===== src/rtl/instr_encoder_if.sv =====
// Request channel of the instruction encoder: valid/ready handshake plus the
// symbolic instruction fields. master = request producer, slave = encoder.
interface instr_encoder_if;
  logic        in_valid;
  logic        in_ready;
  logic [2:0]  op_sel;
  logic [4:0]  rs;
  logic [4:0]  rt;
  logic [4:0]  rd;
  logic [4:0]  shamt;
  logic [5:0]  funct;
  logic [15:0] imm;
  logic [25:0] target;

  modport master (
    output in_valid, op_sel, rs, rt, rd, shamt, funct, imm, target,
    input  in_ready
  );

  modport slave (
    input  in_valid, op_sel, rs, rt, rd, shamt, funct, imm, target,
    output in_ready
  );
endinterface


===== src/rtl/instr_encoder.sv =====
// Sequential MIPS instruction encoder/loader. Accepts symbolic requests, encodes
// LW/SW/R-type/ADDI/BEQ/J words and writes them to consecutive imem addresses.
// Optional NOP padding of the remaining memory is enabled with ENC_NOP_PAD_EN.
module instr_encoder #(
  parameter int unsigned ADDR_W    = 6,
  parameter int unsigned BASE_ADDR = 0
) (
  input  logic              clk,
  input  logic              rst_n,
  input  logic              start,
`ifdef ENC_NOP_PAD_EN
  input  logic              pad,
`endif
  instr_encoder_if.slave    req,
  output logic              imem_we,
  output logic [ADDR_W-1:0] imem_addr,
  output logic [31:0]       imem_wdata,
  output logic [ADDR_W:0]   count,
  output logic              full,
  output logic              err_illegal
);

  localparam int unsigned       Cap      = 2 ** ADDR_W - BASE_ADDR;
  localparam logic [ADDR_W:0]   LastCnt  = (ADDR_W + 1)'(Cap - 1);
  localparam logic [ADDR_W-1:0] BaseAddr = ADDR_W'(BASE_ADDR);

`ifdef ENC_NOP_PAD_EN
  typedef enum logic [1:0] {StIdle, StFull, StPad} state_e;
`else
  typedef enum logic [1:0] {StIdle, StFull} state_e;
`endif

  state_e            state_q, state_d;
  logic              we_q, we_d;
  logic [31:0]       wdata_q, wdata_d;
  logic [ADDR_W-1:0] ptr_q, ptr_d;
  logic [ADDR_W:0]   count_q, count_d;
  logic              full_q, full_d;
  logic              err_q, err_d;

  logic              accept;
  logic              legal;
  logic [31:0]       word;
  logic [ADDR_W:0]   issued;

  assign req.in_ready = (state_q == StIdle) & ~start;
  assign accept       = req.in_valid & req.in_ready;
  assign legal        = (req.op_sel <= 3'd5);
  // Words committed since start, including the one currently being written.
  assign issued       = count_q + (ADDR_W + 1)'(we_q);

  // Assemble the instruction word from the request fields.
  always_comb begin
    word = '0;
    case (req.op_sel)
      3'd0:    word = {6'b100011, req.rs, req.rt, req.imm};
      3'd1:    word = {6'b101011, req.rs, req.rt, req.imm};
      3'd2:    word = {6'b000000, req.rs, req.rt, req.rd, req.shamt, req.funct};
      3'd3:    word = {6'b001000, req.rs, req.rt, req.imm};
      3'd4:    word = {6'b000100, req.rs, req.rt, req.imm};
      3'd5:    word = {6'b000010, req.target};
      default: word = '0;
    endcase
  end

  // Next-state: write pointer/count bookkeeping, handshake and FSM.
  always_comb begin
    state_d = state_q;
    we_d    = 1'b0;
    wdata_d = wdata_q;
    ptr_d   = ptr_q;
    count_d = count_q;
    full_d  = full_q;
    err_d   = err_q;

    // A write in flight always completes; the pointer holds on the last slot.
    if (we_q) begin
      count_d = count_q + (ADDR_W + 1)'(1);
      if (count_q == LastCnt) begin
        full_d = 1'b1;
      end else begin
        ptr_d = ptr_q + ADDR_W'(1);
      end
    end

    if (start) begin
      state_d = StIdle;
      ptr_d   = BaseAddr;
      count_d = '0;
      full_d  = 1'b0;
      err_d   = 1'b0;
    end else begin
      case (state_q)
        StIdle: begin
          if (accept) begin
            if (legal) begin
              we_d    = 1'b1;
              wdata_d = word;
              // Stop accepting once the last free slot has been claimed.
              if (issued == LastCnt) state_d = StFull;
            end else begin
              err_d = 1'b1;
            end
          end
`ifdef ENC_NOP_PAD_EN
          if (pad && (state_d == StIdle)) state_d = StPad;
`endif
        end
`ifdef ENC_NOP_PAD_EN
        StPad: begin
          we_d    = 1'b1;
          wdata_d = '0;
          if (issued == LastCnt) state_d = StFull;
        end
`endif
        StFull:  ;
        default: state_d = StIdle;
      endcase
    end
  end

  // State registers; async reset aborts any pending write.
  always_ff @(posedge clk or negedge rst_n) begin
    if (!rst_n) begin
      state_q <= StIdle;
      we_q    <= 1'b0;
      wdata_q <= '0;
      ptr_q   <= BaseAddr;
      count_q <= '0;
      full_q  <= 1'b0;
      err_q   <= 1'b0;
    end else begin
      state_q <= state_d;
      we_q    <= we_d;
      wdata_q <= wdata_d;
      ptr_q   <= ptr_d;
      count_q <= count_d;
      full_q  <= full_d;
      err_q   <= err_d;
    end
  end

  assign imem_we     = we_q;
  assign imem_addr   = ptr_q;
  assign imem_wdata  = wdata_q;
  assign count       = count_q;
  assign full        = full_q;
  assign err_illegal = err_q;

endmodule


===== src/flat_wrapper.sv =====
// flat-port wrapper written by rule: the top's interface ports become plain ports
module instr_encoder_flat 
#(
  parameter int unsigned ADDR_W    = 6,
  parameter int unsigned BASE_ADDR = 0
)
  (clk, rst_n, start, imem_we, imem_addr, imem_wdata, count, full, err_illegal, req_in_valid, req_op_sel, req_rs, req_rt, req_rd, req_shamt, req_funct, req_imm, req_target, req_in_ready);
  instr_encoder_if req_i ();
  input  logic clk;
  input  logic rst_n;
  input  logic start;
  output logic imem_we;
  output logic [ADDR_W-1:0] imem_addr;
  output logic [31:0] imem_wdata;
  output logic [ADDR_W:0] count;
  output logic full;
  output logic err_illegal;
  input wire logic [$bits(req_i.in_valid)-1:0] req_in_valid;
  input wire logic [$bits(req_i.op_sel)-1:0] req_op_sel;
  input wire logic [$bits(req_i.rs)-1:0] req_rs;
  input wire logic [$bits(req_i.rt)-1:0] req_rt;
  input wire logic [$bits(req_i.rd)-1:0] req_rd;
  input wire logic [$bits(req_i.shamt)-1:0] req_shamt;
  input wire logic [$bits(req_i.funct)-1:0] req_funct;
  input wire logic [$bits(req_i.imm)-1:0] req_imm;
  input wire logic [$bits(req_i.target)-1:0] req_target;
  output wire logic [$bits(req_i.in_ready)-1:0] req_in_ready;
  assign req_i.in_valid = req_in_valid;
  assign req_i.op_sel = req_op_sel;
  assign req_i.rs = req_rs;
  assign req_i.rt = req_rt;
  assign req_i.rd = req_rd;
  assign req_i.shamt = req_shamt;
  assign req_i.funct = req_funct;
  assign req_i.imm = req_imm;
  assign req_i.target = req_target;
  assign req_in_ready = req_i.in_ready;
  instr_encoder #(.ADDR_W(ADDR_W), .BASE_ADDR(BASE_ADDR)) u_core (.clk(clk), .rst_n(rst_n), .start(start), .req(req_i), .imem_we(imem_we), .imem_addr(imem_addr), .imem_wdata(imem_wdata), .count(count), .full(full), .err_illegal(err_illegal));
endmodule

===== config.mk =====
export PLATFORM = sky130hd
export DESIGN_NAME = instr_encoder_flat
export DESIGN_NICKNAME = d
export VERILOG_FILES = /design/src/rtl/instr_encoder_if.sv /design/src/rtl/instr_encoder.sv /design/src/flat_wrapper.sv
export SDC_FILE = /design/constraint.sdc
export NUM_CORES = 1
export LEC_CHECK = 0
export BUFFER_PORTS_ARGS = -buffer_cell sky130_fd_sc_hd__buf_2
export CELL_PAD_IN_SITES_DETAIL_PLACEMENT = 2
export CELL_PAD_IN_SITES_GLOBAL_PLACEMENT = 2
export CORE_MARGIN = 10
export CORE_UTILIZATION = 29
export CTS_BUF_LIST = sky130_fd_sc_hd__clkbuf_8
export DETAILED_ROUTE_END_ITERATION = 7
export PLACE_DENSITY = 0.79
export SETUP_SLACK_MARGIN = 0.5
export SLEW_MARGIN = 10
export SYNTH_ARGS = -nofsm -noshare
export SYNTH_HDL_FRONTEND = slang
export SYNTH_SLANG_ARGS = --single-unit

===== constraint.sdc =====
create_clock -name clk -period 1.9 [get_ports clk]
set_input_delay 0.095 -clock clk [delete_from_list [all_inputs] [get_ports clk]]
set_output_delay 0.095 -clock clk [all_outputs]
set_load 0.01 [all_outputs]

==> results of run 1 <==
==> routing by layer <==
metal  GRT usage [%]  vias up  part of all wire, %
li1                -     1191                    -
met1            16.7     1293                   42
met2            25.6       60                   54
met3            2.97        5                  3.5
met4            2.78        0                 0.81
met5               0        -                    0
==> metrics by stage <==
step	setup slack, ps	utilization (%)
after floorplan	497	-
after global placement	412	37.0
after detailed placement	339	37.0
after CTS	427	39.6
after global routing	334	40.5
final	403	40.5
==> where the power goes <==
group          internal [mW]  switching [mW]
Combinational          0.300           0.394
Clock                  0.427           0.354
Sequential              1.12          0.0723
Total                   1.84           0.820
==> sequential cells by signal, indices dropped and copies added (netlist names) <==
signal / cells
u_core.full: 1
u_core.imem_wdata: 30
u_core.imem_we: 1
u_core.count: 7
u_core.err_illegal: 1
u_core.state_q: 1
u_core.imem_addr: 6
==> kinds of logic after synthesis <==
family | share of synthesized area [%]
other | 0.136
AND/OR/NAND/NOR | 14.7
flip-flops | 42.6
AO/OA/AOI/OAI | 29.5
XOR/XNOR | 2.85
adder cells (fa/ha/maj) | 1.81
buffers and inverters | 7.79
multiplexers | 0.724
==> worst paths after layout <==
kind                                      start                    end  slack [ps]  cells after the start
min in group asynchronous                 rst_n    u_core.imem_addr[2]         330                      2
max in group asynchronous                 rst_n      u_core.state_q[0]        1020                      3
min reg2reg                u_core.imem_wdata[1]   u_core.imem_wdata[1]         490                      2
min                                   req_rs[2]  u_core.imem_wdata[23]          40                      3
max reg2reg                     u_core.count[0]      u_core.state_q[0]         400                      6
max                             u_core.count[0]      u_core.state_q[0]         400                      6
==> worst min-delay path, stage by stage <==
cell and delay (ps):
buf_2 80, a221oi_2 50, nor2_1 70
==> cell usage in the layout (no fill, tap or decap), drive strengths merged, types with 3 or more instances in the layout <==
cell / instances
a21oi: 7
a221oi: 38
a22o: 4
buf: 143
clkbuf: 6
dfrtp: 47
ha: 4
inv: 6
nand2: 19
nand4: 3
nor2: 40
o21ai: 8
o31ai: 14
xor2: 8
==> final cells by class <==
class                   count  area [µm²]  area share, %
flip-flops and latches     47        1180           31.5
repair buffers            144         802           21.4
multi-input cells         174        1450           38.7
well taps                 129         161           4.32
inverters                   6        30.0          0.803
clock buffers               6        82.6           2.21
clock inverters             2        35.0          0.937
==> what timing repair did <==
item | CTS | global route
setup endpoints to repair | 24 | 10
pin swaps | 6 | 2
hold endpoints to repair | 22 | 0
hold buffers | 1 | 0
buffers inserted | 8 | 7
cloned | 0 | 0
gates resized for setup | 12 | 6
==> results.txt, run 1 <==
----------------------------------------------------
[Detailed routing]
  Via count ... approximately 2500
  Detailed-routing iteration count for the pre-antenna-repair pass ... 4
  Detailed-route vias per instance ... roughly 5
  Residual DRC count ... 0
  Average detailed-routed wire length per instance ... slightly above 20 µm
  Post-route ant nets ... 0
  1st-iter DRT viols ... 72
  Final Routed Wirelength ... 10.5 mm

[Setup path]
  Required time at the worst-slack endpoint ... 2110 ps
  Master of the slowest instance on the critical path ... dfrtp_2
  Kind of critical path ... flip-flop to flip-flop
  Ordered cell list for the critical path ... ha_4 -> ha_4 -> nand2b_4 -> a21oi_2 -> o21ai_2 -> a211oi_2
  Kind of end point of the critical path ... flip-flop
  Critical path data arrival time ... 1700 ps
  Highest net fanout along the worst path ... 5
  Crit-path max cell delay ... 470 ps
  Most frequent CP cell ... ha_4
  Number of buffers and inverters on the critical path ... 0
  Kind of launch point of the worst setup path ... flip-flop
  Largest delay share family, worst path ... flip-flops

[Timing]
  Total Neg Setup Slack ... 0 ps
  Final hold slack ... 41.3 ps
  Transition time at the pin with the least slew margin ... 582 ps
  Final hold violation count ... 0
  Setup repair after global routing missed its margin ... true
  Pins Over Slew Limit ... 0
  FMAX ... 668 MHz
  Clock skew ... roughly 12 ps
  Relative slew margins ... 61.2%
  Number of setup violations in the final report ... 0
  Min Clock Period, post-route ... 1500 ps
  Final worst-path cycle share ... 78.8%

[Placed design]
  GP Congestion ... 0.721
  Post-detail-place hpwl ... 7.71 mm
  Instance count after placement with tap cells included ... 484
  Input/output buffers ... 122
  Placed cell area ... 3420 µm²

[Status]
  Outcome ... completed

[Final layout]
  Area delta synth->final ... 35.3%
  Total number of nets in the final design ... ~460
  Number of cells in the finished layout apart from fillers ... between 500 and 600
  Area of all placed cells without fillers ... approximately 3700 µm²
  Fraction of layout cells with a size suffix above 1 ... 55.4%
  Antenna cell count ... 0
  Number of fill cells in the layout ... ~1000

[Floorplan]
  Die area ... 13800 µm²
  Initial Utilization ... 29.9%
  Die span in y ... 118 µm
  Number of ports placed on the die boundary ... 124
  Die X-Extent ... approximately 120 µm
  Core Region ... 9240 µm²
  Std-Cell Rows ... 35

[Synth]
  FF+latch count, synth ... 47
  Number of flops mapped to enable cells by yosys ... 0
  Count of mapped cells out of synthesis ... ~250
  Library cell occupying the most area in the post-synthesis netlist ... dfrtp_1
  Async set or reset register ratio after synthesis ... 100%
  Most frequently used flop master after synthesis ... dfrtp_1
  Sequential share of the synthesized area ... 42.6%
  Fraction of post-synthesis cell area in the top cell type by area ... 42.6%
  Post-synthesis net count ... 326
  Post-synthesis average cell area ... 11.2 µm²
  Library cell with the highest instance count after synthesis ... dfrtp_1
  Post-synth top cells ... 47 x dfrtp_1, 37 x nor2_1, 20 x a221oi_2
  Area of the mapped netlist ... 2760 µm²
  Count of distinct cell types in the synthesized netlist ... 51
  Top area cells in the synthesized netlist ... dfrtp_1 43%, a221oi_2 11%, a221oi_1 5.7%, nor2_1 5.0%, o31ai_2 5.0%
  Synth warn ... 0

[Power and ir drop]
  Total power ... between 2 and 3 mW
  Power density over the cells ... 712 nW/µm²
  Max rail drop VDD ... 0.305 mV
  Leakage component of the power ... 1.76 nW

[Clock network]
  Total clock buffers created by CTS ... 5
  Clock tree from TritonCTS ... built
  Root cell of the clock tree ... clkbuf_8
  Number of sinks on the clock net ... 47
  Clk pin slew, worst setup/hold paths ... 100 ps
  H-tree depth ... 2
  Clock Latency Late Sink ... 300 ps
  Clock Path Buffers ... 2

[Min path]
  Min-delay worst type ... input pin to flip-flop

[Global routing]
  Overflow left after global routing ... 0
  Maximum number of pins on one net before global-route repair ... 30
  Wire length of the first global-routing pass ... 16.3 mm
  GRT Resource Usage Total ... 14.1%
  Vias in the first global route ... approximately 2800
  Antenna violations before repair ... 0

[Flow run]
  Count of maximum capacitance violations ... 0

----------------------------------------------------
Note: power is estimated with default switching activity, not from simulation.
==> run 2: changes to the inputs <==
--- a/config.mk
+++ b/config.mk
@@ -9,10 +9,10 @@
 export CELL_PAD_IN_SITES_DETAIL_PLACEMENT = 2
 export CELL_PAD_IN_SITES_GLOBAL_PLACEMENT = 2
 export CORE_MARGIN = 10
-export CORE_UTILIZATION = 29
+export CORE_UTILIZATION = 26
 export CTS_BUF_LIST = sky130_fd_sc_hd__clkbuf_8
 export DETAILED_ROUTE_END_ITERATION = 7
-export PLACE_DENSITY = 0.79
+export PLACE_DENSITY = 0.75
 export SETUP_SLACK_MARGIN = 0.5
 export SLEW_MARGIN = 10
 export SYNTH_ARGS = -nofsm -noshare
==> constraint.sdc (replaced) <==
create_clock -name clk -period 1.25 [get_ports clk]
set_input_delay 0.0625 -clock clk [delete_from_list [all_inputs] [get_ports clk]]
set_output_delay 0.0625 -clock clk [all_outputs]
set_load 0.01 [all_outputs]
==> run 2 against run 1 <==
The flow now finishes with violations (hold timing, setup timing). Setup slack worse by 760 ps. Final cell count grew 16%. Core utilization up 9.3 points. Clock skew increased by 5.2 ps. Worst hold slack got worse by 42 ps. Clock power is 56% higher. Non-clock buffer count rose by 70. Final area rose by 38%. Sequential power rose by 55%. Routed wire length is 45% higher. Count of clock-buffer cells in the layout unchanged. Global-route usage rose by 2.6 points. Critical endpoint unchanged.
==> results.txt, run 2 (synthesized netlist as in run 1, its figures left out) <==
----------------------------------------------------
[Placed design]
  Post-detail-place hpwl ... 8.20 mm
  Input/output buffers ... 122
  Placed cell area ... between 3000 and 4000 µm²
  Instance count after placement with tap cells included ... 518
  GP Congestion ... between 0.7 and 0.8

[Clock network]
  CTS Hold Buffers Added ... 1
  Total clock buffers created by CTS ... 5
  Clock Path Buffers ... 2
  Clock tree from TritonCTS ... built
  Clock Latency Late Sink ... 310 ps
  H-tree depth ... 2
  Clk pin slew, worst setup/hold paths ... 110 ps
  Number of sinks on the clock net ... 47
  Root cell of the clock tree ... clkbuf_8

[Timing]
  Clock skew ... between 15 and 20 ps
  Pins Over Slew Limit ... 0
  Setup repair after global routing missed its margin ... true
  Number of setup violations in the final report ... 47
  Transition time at the pin with the least slew margin ... 516 ps
  Final hold violation count ... 1
  Final hold slack ... -0.550 ps
  Final worst-path cycle share ... 129%
  Min Clock Period, post-route ... 1610 ps
  Final Worst Setup Slack ... -362 ps
  FMAX ... 620 MHz
  Relative slew margins ... 65.6%

[Setup path]
  Kind of critical path ... flip-flop to flip-flop
  Highest net fanout along the worst path ... 4
  Kind of end point of the critical path ... flip-flop
  Required time at the worst-slack endpoint ... 1460 ps
  Kind of launch point of the worst setup path ... flip-flop
  Depth of the worst register-to-register path ... 6
  Critical path data arrival time ... 1820 ps

[Global routing]
  Maximum number of pins on one net before global-route repair ... 19
  GRT Resource Usage Total ... 16.7%
  Wire length of the first global-routing pass ... 19.9 mm
  Antenna violations before repair ... 2
  Vias in the first global route ... 3408
  Overflow left after global routing ... 0

[Power and ir drop]
  Power density over the cells ... 963 nW/µm²
  Clock network fraction of design power ... 24.7%
  Combinational cell fraction of total power ... 37.9%
  Max rail drop VDD ... 0.472 mV
  Sw Pwr ... 1.62 mW
  Sw Share ... between 30% and 40%
  Leakage component of the power ... about 2.3 nW
  Int Pwr ... 3.33 mW
  Register share of total power ... 37.4%

[Final layout]
  Area delta synth->final ... 86.1%
  Number of fill cells in the layout ... just over 1000
  Most common library cell in the layout ignoring fill and taps ... buf_2
  Area of all placed cells without fillers ... between 5000 and 6000 µm²
  Number of flip-flops under the largest register name ... 30
  Most frequent cells in the layout ... 90 x buf_2, 54 x buf_4, 52 x buf_6
  Fraction of layout cells with a size suffix above 1 ... 71.4%
  Core Util, Final ... 49.8%
  Total number of nets in the final design ... 529
  Number of cells in the finished layout apart from fillers ... about 600

[Floorplan]
  Std-Cell Rows ... 37
  Die area ... 15200 µm²
  Die X-Extent ... 123 µm
  Die span in y ... around 120 µm
  Initial Utilization ... between 20 and 30%
  Core Region ... 10300 µm²
  Number of ports placed on the die boundary ... 124

[Status]
  Outcome ... finished with violations
  Failing checks ... hold timing, setup timing

[Detailed routing]
  Detailed-routing iteration count for the pre-antenna-repair pass ... 4
  Average detailed-routed wire length per instance ... 25.9 µm
  Residual DRC count ... 0
  1st-iter DRT viols ... 116
  Via count ... 2986
  Post-route ant nets ... 0
  Final Routed Wirelength ... 15.2 mm
  Detailed-route vias per instance ... 5.08

[Min path]
  Min-delay worst type ... input pin to flip-flop
  Hold Path Stages ... 3

[Flow run]
  Count of maximum capacitance violations ... 0

----------------------------------------------------
## run 2: routing by layer
metal,vias to the layer above,share of wire [%],global-route usage (%)
met3,25,4.2,2.78
met5,-,0.085,0
met4,2,2.5,5.97
met2,100,53,30.2
met1,1519,40,19.5
li1,1340,-,-
## run 2: power by group through the flow
stage | registers (mW) | logic, mW | clock network [mW]
4_1_cts | 1.82 | 1.62 | 1.22
3_5_place_dp | 1.84 | 1.15 | 0
6_report | 1.85 | 1.87 | 1.22
2_1_floorplan | 1.92 | 0.509 | 0
3_3_place_gp | 1.83 | 1.12 | 0
5_1_grt | 1.88 | 1.99 | 1.32
## run 2: layout make-up
cell class	count	area (µm²)	share of cell area, %
Antenna cell	1	2.50	0.0487
Clock buffer	6	82.6	1.61
Clock inverter	2	35.0	0.681
Inverter	6	56.3	1.09
Multi-Input combinational cell	174	1780	34.6
Sequential cell	47	1180	23.0
Tap cell	136	170	3.31
Timing Repair Buffer	214	1800	35.1
Timing Repair inverter	2	27.5	0.535
## run 2: critical path, cell delays in order, from the launching register on
cell	delay [ps]
dfrtp_2	500
ha_4	210
ha_4	160
nand2b_4	160
nor2_4	110
a31oi_1	130
a211oi_2	230
## run 2: repair_timing
action                                  CTS  global route
pin swaps                                28            30
endpoints found under the hold margin    15             1
gates resized for setup                  78            62
endpoints found under the setup margin   95           110
gates cloned                              5             2
setup buffers                            37            16
## run 2: metrics by stage
stage          power [mW]  hold slack (ps)  TNS (ps)  worst slack [ps]
6_report             4.95           -0.550     -5760              -362
5_1_grt              5.19             3.36     -8420              -424
4_1_cts              4.66            -8.77     -2630              -170
3_5_place_dp         2.99             17.7     -1360              -215
3_3_place_gp         2.95             17.5      -725              -133
2_1_floorplan        2.43             -233      -622              -137
## run 2: path summary, 6_finish.rpt
path | startpoint | endpoint | slack, ps
worst max-delay path | u_core.count[0] | u_core.state_q[0] | -360
worst min-delay path | req_rs[3] | u_core.imem_wdata[24] | -0.5
worst max register to register | u_core.count[0] | u_core.state_q[0] | -360
worst min register to register | u_core.imem_wdata[24] | u_core.imem_wdata[24] | 520
max in group asynchronous | rst_n | u_core.imem_wdata[9] | 680
min in group asynchronous | rst_n | u_core.count[5] | 160
